**src/rtl/i2c_pwm_pkg.sv**
```systemverilog
// Shared constants for the I2C PWM slave register block.
// Holds the FSM state encodings, the register pointer values and the
// register read-back mux used by the top level.
package i2c_pwm_pkg;

  // FSM state encodings
  localparam logic [3:0] StIdle     = 4'd0;
  localparam logic [3:0] StAddr     = 4'd1;
  localparam logic [3:0] StAddrAck  = 4'd2;
  localparam logic [3:0] StPtr      = 4'd3;
  localparam logic [3:0] StPtrAck   = 4'd4;
  localparam logic [3:0] StWdata    = 4'd5;
  localparam logic [3:0] StWdataAck = 4'd6;
  localparam logic [3:0] StRdata    = 4'd7;
  localparam logic [3:0] StRdataAck = 4'd8;
  localparam logic [3:0] StIgnore   = 4'd9;

  // Register pointer values (pointer is a single bit)
  localparam logic REG_DUTY = 1'b0;
  localparam logic REG_ID   = 1'b1;

  // Read-back value of the register selected by ptr
  function automatic logic [7:0] reg_read(input logic ptr, input logic [7:0] duty,
                                          input logic [7:0] id);
    return (ptr == REG_ID) ? id : duty;
  endfunction

endpackage

```
**src/rtl/i2c_sync_edge.sv**
```systemverilog
// Synchronizer plus edge detector for one asynchronous I2C pad input.
// Ports:
//   clk_i   system clock
//   rst_i   asynchronous active-high reset
//   d_i     asynchronous pad input
//   level_o synchronized level
//   rise_o  one-cycle pulse on a synchronized rising edge
//   fall_o  one-cycle pulse on a synchronized falling edge
module i2c_sync_edge #(
  parameter int unsigned SYNC_STAGES = 2
) (
  input  logic clk_i,
  input  logic rst_i,
  input  logic d_i,
  output logic level_o,
  output logic rise_o,
  output logic fall_o
);

  logic [SYNC_STAGES-1:0] sync_q;
  logic                   prev_q;

  // Reset to the idle-bus level (high) so releasing reset creates no edge
  always_ff @(posedge clk_i or posedge rst_i) begin
    if (rst_i) begin
      sync_q <= '1;
      prev_q <= 1'b1;
    end else begin
      sync_q <= {sync_q[SYNC_STAGES-2:0], d_i};
      prev_q <= sync_q[SYNC_STAGES-1];
    end
  end

  assign level_o = sync_q[SYNC_STAGES-1];
  assign rise_o  = sync_q[SYNC_STAGES-1] & ~prev_q;
  assign fall_o  = ~sync_q[SYNC_STAGES-1] & prev_q;

endmodule

```
**src/rtl/i2c_pwm_slave.sv**
```systemverilog
// I2C slave register block owning the PWM duty-cycle register.
// SCL/SDA are oversampled on CLK_IN; supports write, read, repeated START
// and pointer auto-increment. Registers: 0x00 DUTY (R/W), 0x01 ID (RO).
// Ports:
//   CLK_IN     system clock (>= 16x SCL)
//   RST_IN     asynchronous active-high reset
//   SCL_IN     I2C clock from pad
//   SDA_IN     I2C data from pad
//   SDA_OE     1 = pull SDA low
//   PWM_DCycle duty-cycle register
//   BUSY       high while this slave is addressed
module i2c_pwm_slave
  import i2c_pwm_pkg::*;
#(
  parameter logic [6:0]  SLAVE_ADDR  = 7'h42,
  parameter logic [7:0]  DEV_ID      = 8'hA5,
  parameter int unsigned SYNC_STAGES = 2
) (
  input  logic       CLK_IN,
  input  logic       RST_IN,
  input  logic       SCL_IN,
  input  logic       SDA_IN,
  output logic       SDA_OE,
  output logic [7:0] PWM_DCycle,
  output logic       BUSY
);

  logic scl_lvl, scl_rise, scl_fall;
  logic sda_lvl, sda_rise, sda_fall;

  i2c_sync_edge #(.SYNC_STAGES(SYNC_STAGES)) u_scl_sync (
    .clk_i   (CLK_IN),
    .rst_i   (RST_IN),
    .d_i     (SCL_IN),
    .level_o (scl_lvl),
    .rise_o  (scl_rise),
    .fall_o  (scl_fall)
  );

  i2c_sync_edge #(.SYNC_STAGES(SYNC_STAGES)) u_sda_sync (
    .clk_i   (CLK_IN),
    .rst_i   (RST_IN),
    .d_i     (SDA_IN),
    .level_o (sda_lvl),
    .rise_o  (sda_rise),
    .fall_o  (sda_fall)
  );

  logic       start_det, stop_det;
  logic [3:0] state_q, state_d;
  logic [2:0] cnt_q, cnt_d;
  logic [7:0] shift_q, shift_d;
  logic [7:0] duty_q, duty_d;
  logic       ptr_q, ptr_d;
  logic       oe_q, oe_d;
  logic       busy_q, busy_d;
  logic       load_q, load_d;
  logic [7:0] byte_in;
  logic [7:0] rd_val;

  assign start_det = sda_fall & scl_lvl;
  assign stop_det  = sda_rise & scl_lvl;
  assign byte_in   = {shift_q[6:0], sda_lvl};
  assign rd_val    = reg_read(ptr_q, duty_q, DEV_ID);

  always_comb begin
    state_d = state_q;
    cnt_d   = cnt_q;
    shift_d = shift_q;
    duty_d  = duty_q;
    ptr_d   = ptr_q;
    oe_d    = oe_q;
    busy_d  = busy_q;
    load_d  = load_q;
    if (stop_det) begin
      state_d = StIdle;
      oe_d    = 1'b0;
      busy_d  = 1'b0;
      load_d  = 1'b0;
    end else if (start_det) begin
      state_d = StAddr;
      cnt_d   = 3'd0;
      load_d  = 1'b0;
    end else begin
      case (state_q)
        StIdle: ;
        StAddr: begin
          if (scl_rise) begin
            shift_d = byte_in;
            cnt_d   = cnt_q + 3'd1;
            if (cnt_q == 3'd7) begin
              if (byte_in[7:1] == SLAVE_ADDR) begin
                state_d = StAddrAck;
                busy_d  = 1'b1;
              end else begin
                state_d = StIgnore;
                busy_d  = 1'b0;
              end
            end
          end
        end
        // ACK phases: the first SCL fall asserts SDA_OE, the second ends the phase
        StAddrAck, StPtrAck, StWdataAck: begin
          if (scl_fall) begin
            if (!oe_q) begin
              oe_d = 1'b1;
            end else begin
              oe_d  = 1'b0;
              cnt_d = 3'd0;
              if (state_q == StAddrAck && shift_q[0]) begin
                // Read: latch register and present its MSB on the same fall
                state_d = StRdata;
                shift_d = {rd_val[6:0], 1'b0};
                oe_d    = ~rd_val[7];
              end else if (state_q == StAddrAck) begin
                state_d = StPtr;
              end else begin
                state_d = StWdata;
              end
            end
          end
        end
        StPtr: begin
          if (scl_rise) begin
            shift_d = byte_in;
            cnt_d   = cnt_q + 3'd1;
            if (cnt_q == 3'd7) begin
              ptr_d   = byte_in[0];
              state_d = StPtrAck;
            end
          end
        end
        StWdata: begin
          if (scl_rise) begin
            shift_d = byte_in;
            cnt_d   = cnt_q + 3'd1;
            if (cnt_q == 3'd7) begin
              if (ptr_q == REG_DUTY) begin
                duty_d = byte_in;
              end
              ptr_d   = ~ptr_q;
              state_d = StWdataAck;
            end
          end
        end
        // shift_q[7] always holds the next bit to drive
        StRdata: begin
          if (scl_rise) begin
            cnt_d = cnt_q + 3'd1;
            if (cnt_q == 3'd7) begin
              state_d = StRdataAck;
              cnt_d   = 3'd0;
            end
          end else if (scl_fall) begin
            if (load_q) begin
              shift_d = {rd_val[6:0], 1'b0};
              oe_d    = ~rd_val[7];
              load_d  = 1'b0;
            end else begin
              shift_d = {shift_q[6:0], 1'b0};
              oe_d    = ~shift_q[7];
            end
          end
        end
        StRdataAck: begin
          if (scl_fall) begin
            oe_d = 1'b0;
          end else if (scl_rise) begin
            cnt_d = 3'd0;
            if (!sda_lvl) begin
              ptr_d   = ~ptr_q;
              load_d  = 1'b1;
              state_d = StRdata;
            end else begin
              state_d = StIgnore;
            end
          end
        end
        StIgnore: oe_d = 1'b0;
        default: begin
          state_d = StIdle;
          oe_d    = 1'b0;
        end
      endcase
    end
  end

  always_ff @(posedge CLK_IN or posedge RST_IN) begin
    if (RST_IN) begin
      state_q <= StIdle;
      cnt_q   <= 3'd0;
      shift_q <= 8'h00;
      duty_q  <= 8'h00;
      ptr_q   <= REG_DUTY;
      oe_q    <= 1'b0;
      busy_q  <= 1'b0;
      load_q  <= 1'b0;
    end else begin
      state_q <= state_d;
      cnt_q   <= cnt_d;
      shift_q <= shift_d;
      duty_q  <= duty_d;
      ptr_q   <= ptr_d;
      oe_q    <= oe_d;
      busy_q  <= busy_d;
      load_q  <= load_d;
    end
  end

  assign SDA_OE     = oe_q;
  assign PWM_DCycle = duty_q;
  assign BUSY       = busy_q;

endmodule

```
**config.mk**
```make
export PLATFORM = sky130hd
export DESIGN_NAME = i2c_pwm_slave
export DESIGN_NICKNAME = d
export VERILOG_FILES = /design/src/rtl/i2c_pwm_pkg.sv /design/src/rtl/i2c_sync_edge.sv /design/src/rtl/i2c_pwm_slave.sv
export SDC_FILE = /design/constraint.sdc
export NUM_CORES = 1
export LEC_CHECK = 0
export ABC_AREA = 0
export CAP_MARGIN = 25
export CORE_ASPECT_RATIO = 1.75
export CORE_MARGIN = 8
export CORE_UTILIZATION = 41
export DETAILED_ROUTE_END_ITERATION = 10
export PLACE_DENSITY = 0.6
export SETUP_SLACK_MARGIN = 0.05
export SLEW_MARGIN = 20
export SYNTH_ARGS = -nofsm -noshare
export SYNTH_HDL_FRONTEND = slang
export SYNTH_SLANG_ARGS = --single-unit
```
**constraint.sdc**
```tcl
create_clock -name CLK_IN -period 2.8 [get_ports CLK_IN]
set_input_delay 0.7 -clock CLK_IN [delete_from_list [all_inputs] [get_ports CLK_IN]]
set_output_delay 0.7 -clock CLK_IN [all_outputs]
set_load 0.05 [all_outputs]
```
==> flow_summary.json, run 1 <==
{
  "num_rows": 34,
  "drv_slew": 0,
  "ys_types": 59,
  "path_buf_inv": 1,
  "routed_wl_mm": 4.97,
  "drc": 0,
  "yosys.area.top_type": "dfrtp_1",
  "yosysWarnings": 0,
  "hold_viol_final": 0,
  "critical_path_required_ns": 2.10,
  "final_layout_size_suffix_gt1_share_pct": 20.1,
  "die_w_um": 70.1,
  "synth_area_leaders": "dfrtp_1 (32%), mux2_4 (8.6%), dfstp_2 (7.5%), a21oi_1 (4.1%), buf_6 (2.7%)",
  "synth.most_common_cell": "dfrtp_1",
  "cts_tree": "built",
  "cap_viol_max_count": 0,
  "fin_tns_setup_ns": 0,
  "die_height_um": 111,
  "diodes": 0,
  "start_kind": "flip-flop",
  "startpoint": "PWM_DCycle[6]",
  "min_path_type": "flip-flop to flip-flop",
  "start_util_pct": 42.5,
  "ioPinCount": 14,
  "timing.rr.start": "cnt_q[0]",
  "ys_seq_area_share_pct": 39.7,
  "utilization_pct": 47.1,
  "synthToLayoutAreaGrowth_pct": 10.8,
  "p_per_area_nw_per_um2": 744,
  "grt_overflow": 0,
  "clock_latency_ns": 0.29,
  "drt-initial-drc-count": 44,
  "fmax_mhz": 456,
  "timing.final.ws_setup_ns": 0.606,
  "synthesis.nets": 214,
  "dp_slack_ns": 0.630,
  "ys_seq_elements": 33,
  "grt_pass1_vias": 1670,
  "crit_family": "buffers and inverters",
  "die_area_um2": 7760,
  "ir_drop_mv": 0.345,
  "synthArstFlopShare_pct": 100,
  "crit_arrival_ns": 1.49,
  "stdcell_area_um2": 2330,
  "synth_edf_count": 0,
  "clock_sinks": 33,
  "critical_path.max_fanout": 3,
  "vias": 1608,
  "avgSynthCellArea_um2": 10.1,
  "cts.path.max_buffers": 2,
  "run_status": "finished clean",
  "crit_chain": "clkdlybuf4s50_1",
  "ant_nets": 0,
  "track_usage_pct": 13.1,
  "drt-vias-per-instance": 5.89,
  "worst-setup-path-type": "flip-flop to output pin",
  "r2r-end": "PWM_DCycle[0]",
  "finalSetupViolCount": 0,
  "finalCriticalPeriod_ns": 2.19,
  "p_leak_uw": 0.00104,
  "antenna_found_initial": 0,
  "r2r_slack_ns": 0.62,
  "port_buffers": 13,
  "clock_skew_ns": 0.00769,
  "nNetsFinal": 224,
  "grt_pass1_wl_mm": 8.34,
  "synth_flop_cell": "dfrtp_1",
  "max_stage_delay_ns": 0.82,
  "avgRoutedWirePerCell_um": 18.2,
  "cts_buffers": 5,
  "drtPass1Iterations": 4,
  "htree_levels": 2,
  "endpoint": "PWM_DCycle[6]",
  "dp_cells": 265,
  "crit_path_top_delay_cell": "clkdlybuf4s50_1",
  "coreArea_um2": 4930,
  "gp_congestion": 0.844,
  "grt_max_degree": 34,
  "synth_top_area_share_pct": 32.2,
  "post_cts_buffers": 0,
  "finalNonFillerCells": 273,
  "ys_top_cells_by_count": "dfrtp_1 (27), a21oi_1 (17), nand2_1 (15)",
  "crit_path_end_kind": "output pin",
  "worst_pin_slew_ns": 0.763,
  "post_synth_inst_count": 208,
  "cp_num_cells": 1,
  "cts_resized": 0,
  "dpl_cell_area_um2": 2220,
  "root_buffer": "clkbuf_8",
  "worstRegToRegCells": 6,
  "cts_hold_repair.buffers": 0,
  "dp_hpwl_mm": 3.56,
  "syn_area_um2": 2100,
  "timing.final.crit_share_pct": 78.3,
  "rsz0062_at_grt": "no",
  "path_clk_slew_ns": 0.08,
  "max_slew_margin_pct": 49.1,
  "fillCellCount": 472
}
## area by class of cell
cell class / count / area [um^2] / area share, %
multi-input cells: 147 / 1110 / 47.8
flip-flops and latches: 33 / 833 / 35.8
repair buffers: 17 / 160 / 6.89
clock buffers: 7 / 96.3 / 4.14
well taps: 54 / 67.6 / 2.90
inverters: 14 / 52.6 / 2.26
clock inverters: 1 / 5.00 / 0.215
## metrics by stage
step	total power, uW	hold WS (ns)
6_report	1730	0.357
5_1_grt	1840	0.364
4_1_cts	1750	0.359
3_5_place_dp	1340	0.349
3_3_place_gp	1330	0.346
2_1_floorplan	1210	0.345
## routing by layer
layer / vias to the layer above / global-route usage [%] / wire length, um
met3: 13 / 2.15 / 155
met4: 0 / 7.01 / 157
li1: 770 / - / -
met1: 789 / 13.8 / 1990
met2: 36 / 23.5 / 2670
met5: - / 0 / 0
## how the worst min path moves through the flow
stage                     cells after the start                    to            startpoint
after floorplan                               0  u_scl_sync.sync_q[1]  u_scl_sync.sync_q[0]
after global placement                        0  u_scl_sync.sync_q[1]  u_scl_sync.sync_q[0]
after detailed placement                      0  u_sda_sync.sync_q[1]  u_sda_sync.sync_q[0]
after CTS                                     0  u_sda_sync.sync_q[1]  u_sda_sync.sync_q[0]
after global routing                          0  u_sda_sync.sync_q[1]  u_sda_sync.sync_q[0]
final                                         0  u_sda_sync.sync_q[1]  u_sda_sync.sync_q[0]
## cell usage in the layout, fill, tap and decap left out, types with 3 or more instances in the layout
cell type	synthesis	final
a21oi_1	17	17
nand2b_1	4	4
mux2i_1	4	4
nor3_1	6	6
nand2_1	15	15
a31oi_1	4	4
o22ai_1	3	3
nor3b_1	6	6
clkdlybuf4s50_1	0	13
inv_1	14	14
o21ai_0	4	4
o21ai_1	6	6
clkbuf_8	0	7
buf_4	2	4
dfstp_2	6	6
a211o_1	3	3
or3_1	3	3
nor2_1	11	11
mux2_4	12	12
nand3_1	5	5
dfrtp_1	27	27
## kinds of logic (layout without fill, tap and decap cells)
| logic type | Yosys count | after routing | share of synthesized area (%) |
|---|---|---|---|
| and+or+nand+nor | 70 | 70 | 21.1 |
| AOI/OAI and AO/OA | 55 | 55 | 18.3 |
| DFF | 33 | 33 | 39.7 |
| buffers and inverters | 28 | 39 | 7.39 |
| muxes | 17 | 17 | 11.0 |
| adders and majority gates | 3 | 3 | 1.67 |
| xor gates and xnor gates | 2 | 2 | 0.834 |
## power breakdown
part           internal [uW]  total [uW]  switching, uW
Combinational            267         582            315
Sequential               571         741            171
Clock                    222         409            186
## flip-flops by register name (all words and copies together) (netlist names)
| name | cells |
|---|---|
| u_scl_sync.sync_q | 2 |
| u_scl_sync.prev_q | 1 |
| ptr_q | 1 |
| SDA_OE | 1 |
| u_sda_sync.sync_q | 2 |
| load_q | 1 |
| PWM_DCycle | 8 |
| cnt_q | 3 |
| BUSY | 1 |
| state_q | 4 |
| u_sda_sync.prev_q | 1 |
| shift_q | 8 |
Note: power is estimated with default switching activity, not from simulation.
==> run 2: changes to the inputs <==
--- a/config.mk
+++ b/config.mk
@@ -11,7 +11,7 @@
 export CORE_MARGIN = 8
 export CORE_UTILIZATION = 41
 export DETAILED_ROUTE_END_ITERATION = 10
-export PLACE_DENSITY = 0.6
+export PLACE_DENSITY = 0.62
 export SETUP_SLACK_MARGIN = 0.05
 export SLEW_MARGIN = 20
 export SYNTH_ARGS = -nofsm -noshare
==> constraint.sdc (replaced) <==
create_clock -name CLK_IN -period 1.9 [get_ports CLK_IN]
set_input_delay 0.475 -clock CLK_IN [delete_from_list [all_inputs] [get_ports CLK_IN]]
set_output_delay 0.475 -clock CLK_IN [all_outputs]
set_load 0.05 [all_outputs]
==> run 2 against run 1 <==
The flow now finishes with violations (negative setup slack). Sequential power grew 36%. Critical path type is now flip-flop to flip-flop. Via count grew 6.5%. Highest routed layer unchanged. Utilization grew 5.8 points.
==> flow_summary.json, run 2 (same netlist as run 1, synthesis figures left out) <==
{
  "failed_checks": "negative setup slack",
  "num_rows": 34,
  "run_status": "complete, but fails checks",
  "fmax_mhz": 517,
  "drt-vias-per-instance": 5.71,
  "power.share.clock_pct": 24.8,
  "dp_cells": 283,
  "timing.final.crit_share_pct": 102,
  "max_slew_margin_pct": 66.9,
  "swShare_pct": 37.7,
  "htree_levels": 2,
  "r2r_slack_ns": -0.04,
  "drt-initial-drc-count": 48,
  "hold_viol_final": 0,
  "p_switching_uw": 1080,
  "comb_power_share_pct": 40.0,
  "drc": 0,
  "antenna_found_initial": 0,
  "clock_latency_ns": 0.29,
  "rsz0062_at_grt": "yes",
  "die_height_um": 111,
  "port_buffers": 13,
  "final_cell_mix": "buf_4 (39), dfrtp_1 (24), a21oi_1 (17)",
  "routed_wl_mm": 5.42,
  "p_seq_share_pct": 35.2,
  "timing.rr.start": "cnt_q[0]",
  "root_buffer": "clkbuf_8",
  "grt_pass1_wl_mm": 8.39,
  "p_per_area_nw_per_um2": 1100,
  "drtPass1Iterations": 5,
  "die_w_um": 70.1,
  "drv_slew": 0,
  "worst-setup-path-type": "flip-flop to flip-flop",
  "min_path_type": "flip-flop to flip-flop",
  "cap_viol_max_count": 0,
  "crit_arrival_ns": 2.11,
  "critical_path_required_ns": 2.07,
  "dp_slack_ns": -0.0512,
  "avgRoutedWirePerCell_um": 18.1,
  "final_layout_size_suffix_gt1_share_pct": 37.4,
  "p_leak_uw": 0.00121,
  "synthToLayoutAreaGrowth_pct": 24.4,
  "clock_sinks": 33,
  "grt_max_degree": 34,
  "final_common_cell": "buf_4",
  "coreArea_um2": 4930,
  "endpoint": "PWM_DCycle[3]",
  "nNetsFinal": 251,
  "whs_ns": 0.356,
  "gp_congestion": 0.942,
  "die_area_um2": 7760,
  "vias": 1712,
  "ir_drop_mv": 0.867,
  "dp_hpwl_mm": 3.99,
  "cts_buffers": 5,
  "finalCriticalPeriod_ns": 1.94,
  "grt_overflow": 0,
  "worst_pin_slew_ns": 0.496,
  "start_util_pct": 42.5,
  "clock_skew_ns": 0.00966,
  "r2r-end": "PWM_DCycle[3]",
  "finalNonFillerCells": 300,
  "crit_path_end_kind": "flip-flop",
  "path_clk_slew_ns": 0.08,
  "worstRegToRegCells": 6,
  "critical_path.max_fanout": 8,
  "p_int_uw": 1790,
  "track_usage_pct": 13.5,
  "ioPinCount": 14,
  "timing.final.ws_setup_ns": -0.0359,
  "finalSetupViolCount": 9,
  "startpoint": "cnt_q[0]",
  "grt_pass1_vias": 1654,
  "start_kind": "flip-flop",
  "cts.path.max_buffers": 2,
  "fillCellCount": 440,
  "ant_nets": 0,
  "diodes": 0,
  "cts_tree": "built"
}
[run 2: area by class of cell]
cell class,instances,area [um^2],area share [%]
multi-input cells,147,1180,45.2
clock inverters,2,37.5,1.44
flip-flops and latches,33,837,32.0
repair buffers,44,354,13.6
clock buffers,6,82.6,3.16
inverters,14,52.6,2.01
well taps,54,67.6,2.59
[run 2: worst min-delay path by stage]
stage                          from                   end  slack (ns)  depth (start not counted)
2_1_floorplan  u_scl_sync.sync_q[0]  u_scl_sync.sync_q[1]        0.35                          0
3_3_place_gp   u_sda_sync.sync_q[0]  u_sda_sync.sync_q[1]        0.35                          0
3_5_place_dp   u_sda_sync.sync_q[0]  u_sda_sync.sync_q[1]        0.35                          0
4_1_cts        u_sda_sync.sync_q[0]  u_sda_sync.sync_q[1]        0.36                          0
5_1_grt        u_sda_sync.sync_q[0]  u_sda_sync.sync_q[1]        0.36                          0
6_report       u_sda_sync.sync_q[0]  u_sda_sync.sync_q[1]        0.36                          0
[run 2: power by group through the flow]
stage	Combinational, uW	Sequential [uW]	Clock (uW)
floorplan	778	1010	0
global placement	1070	1020	0
detailed placement	1070	1020	0
CTS	1080	1010	720
global route	1240	1030	749
finish	1150	1010	714
[run 2: routing by layer]
layer  track usage, %  wire length (um)  vias to the layer above
met5                0                 0                        -
met4             6.60               159                        0
met3             2.24               152                       13
met2             25.4              3040                       49
met1             13.7              2070                      823
li1                 -                 -                      827
[run 2: per-stage QoR]
step	area, um^2	power (uW)	TNS, ns	utilization, %
floorplan	2110	1790	0	-
global placement	2360	2090	-0.259	47.9
detailed placement	2360	2090	-0.535	47.9
CTS	2500	2810	-0.318	50.7
global route	2610	3020	-0.904	52.9
finish	2610	2880	-0.216	52.9
[run 2: worst max-delay path, cell delays in order, from the launching register on]
cell and delay, ns:
dfrtp_1 0.36, ha_2 0.19, ha_4 0.14, nand4b_4 0.11
or4_4 0.47, nor2_8 0.22, mux2_4 0.32
[run 2: repair_timing]
item,in CTS,in global routing
setup endpoints to repair,21,22
resized for setup,5,8
hold buffers,0,0
buffers inserted,0,9
pin swaps,3,8
==> run 3: changes to the inputs <==
--- a/config.mk
+++ b/config.mk
@@ -6,6 +6,7 @@
 export NUM_CORES = 1
 export LEC_CHECK = 0
 export ABC_AREA = 0
+export ABC_CLOCK_PERIOD_IN_PS = 1900
 export CAP_MARGIN = 25
 export CORE_ASPECT_RATIO = 1.75
 export CORE_MARGIN = 8
==> results of run 3 <==
The final DEF is identical to that of run 2; final timing and power are the same.
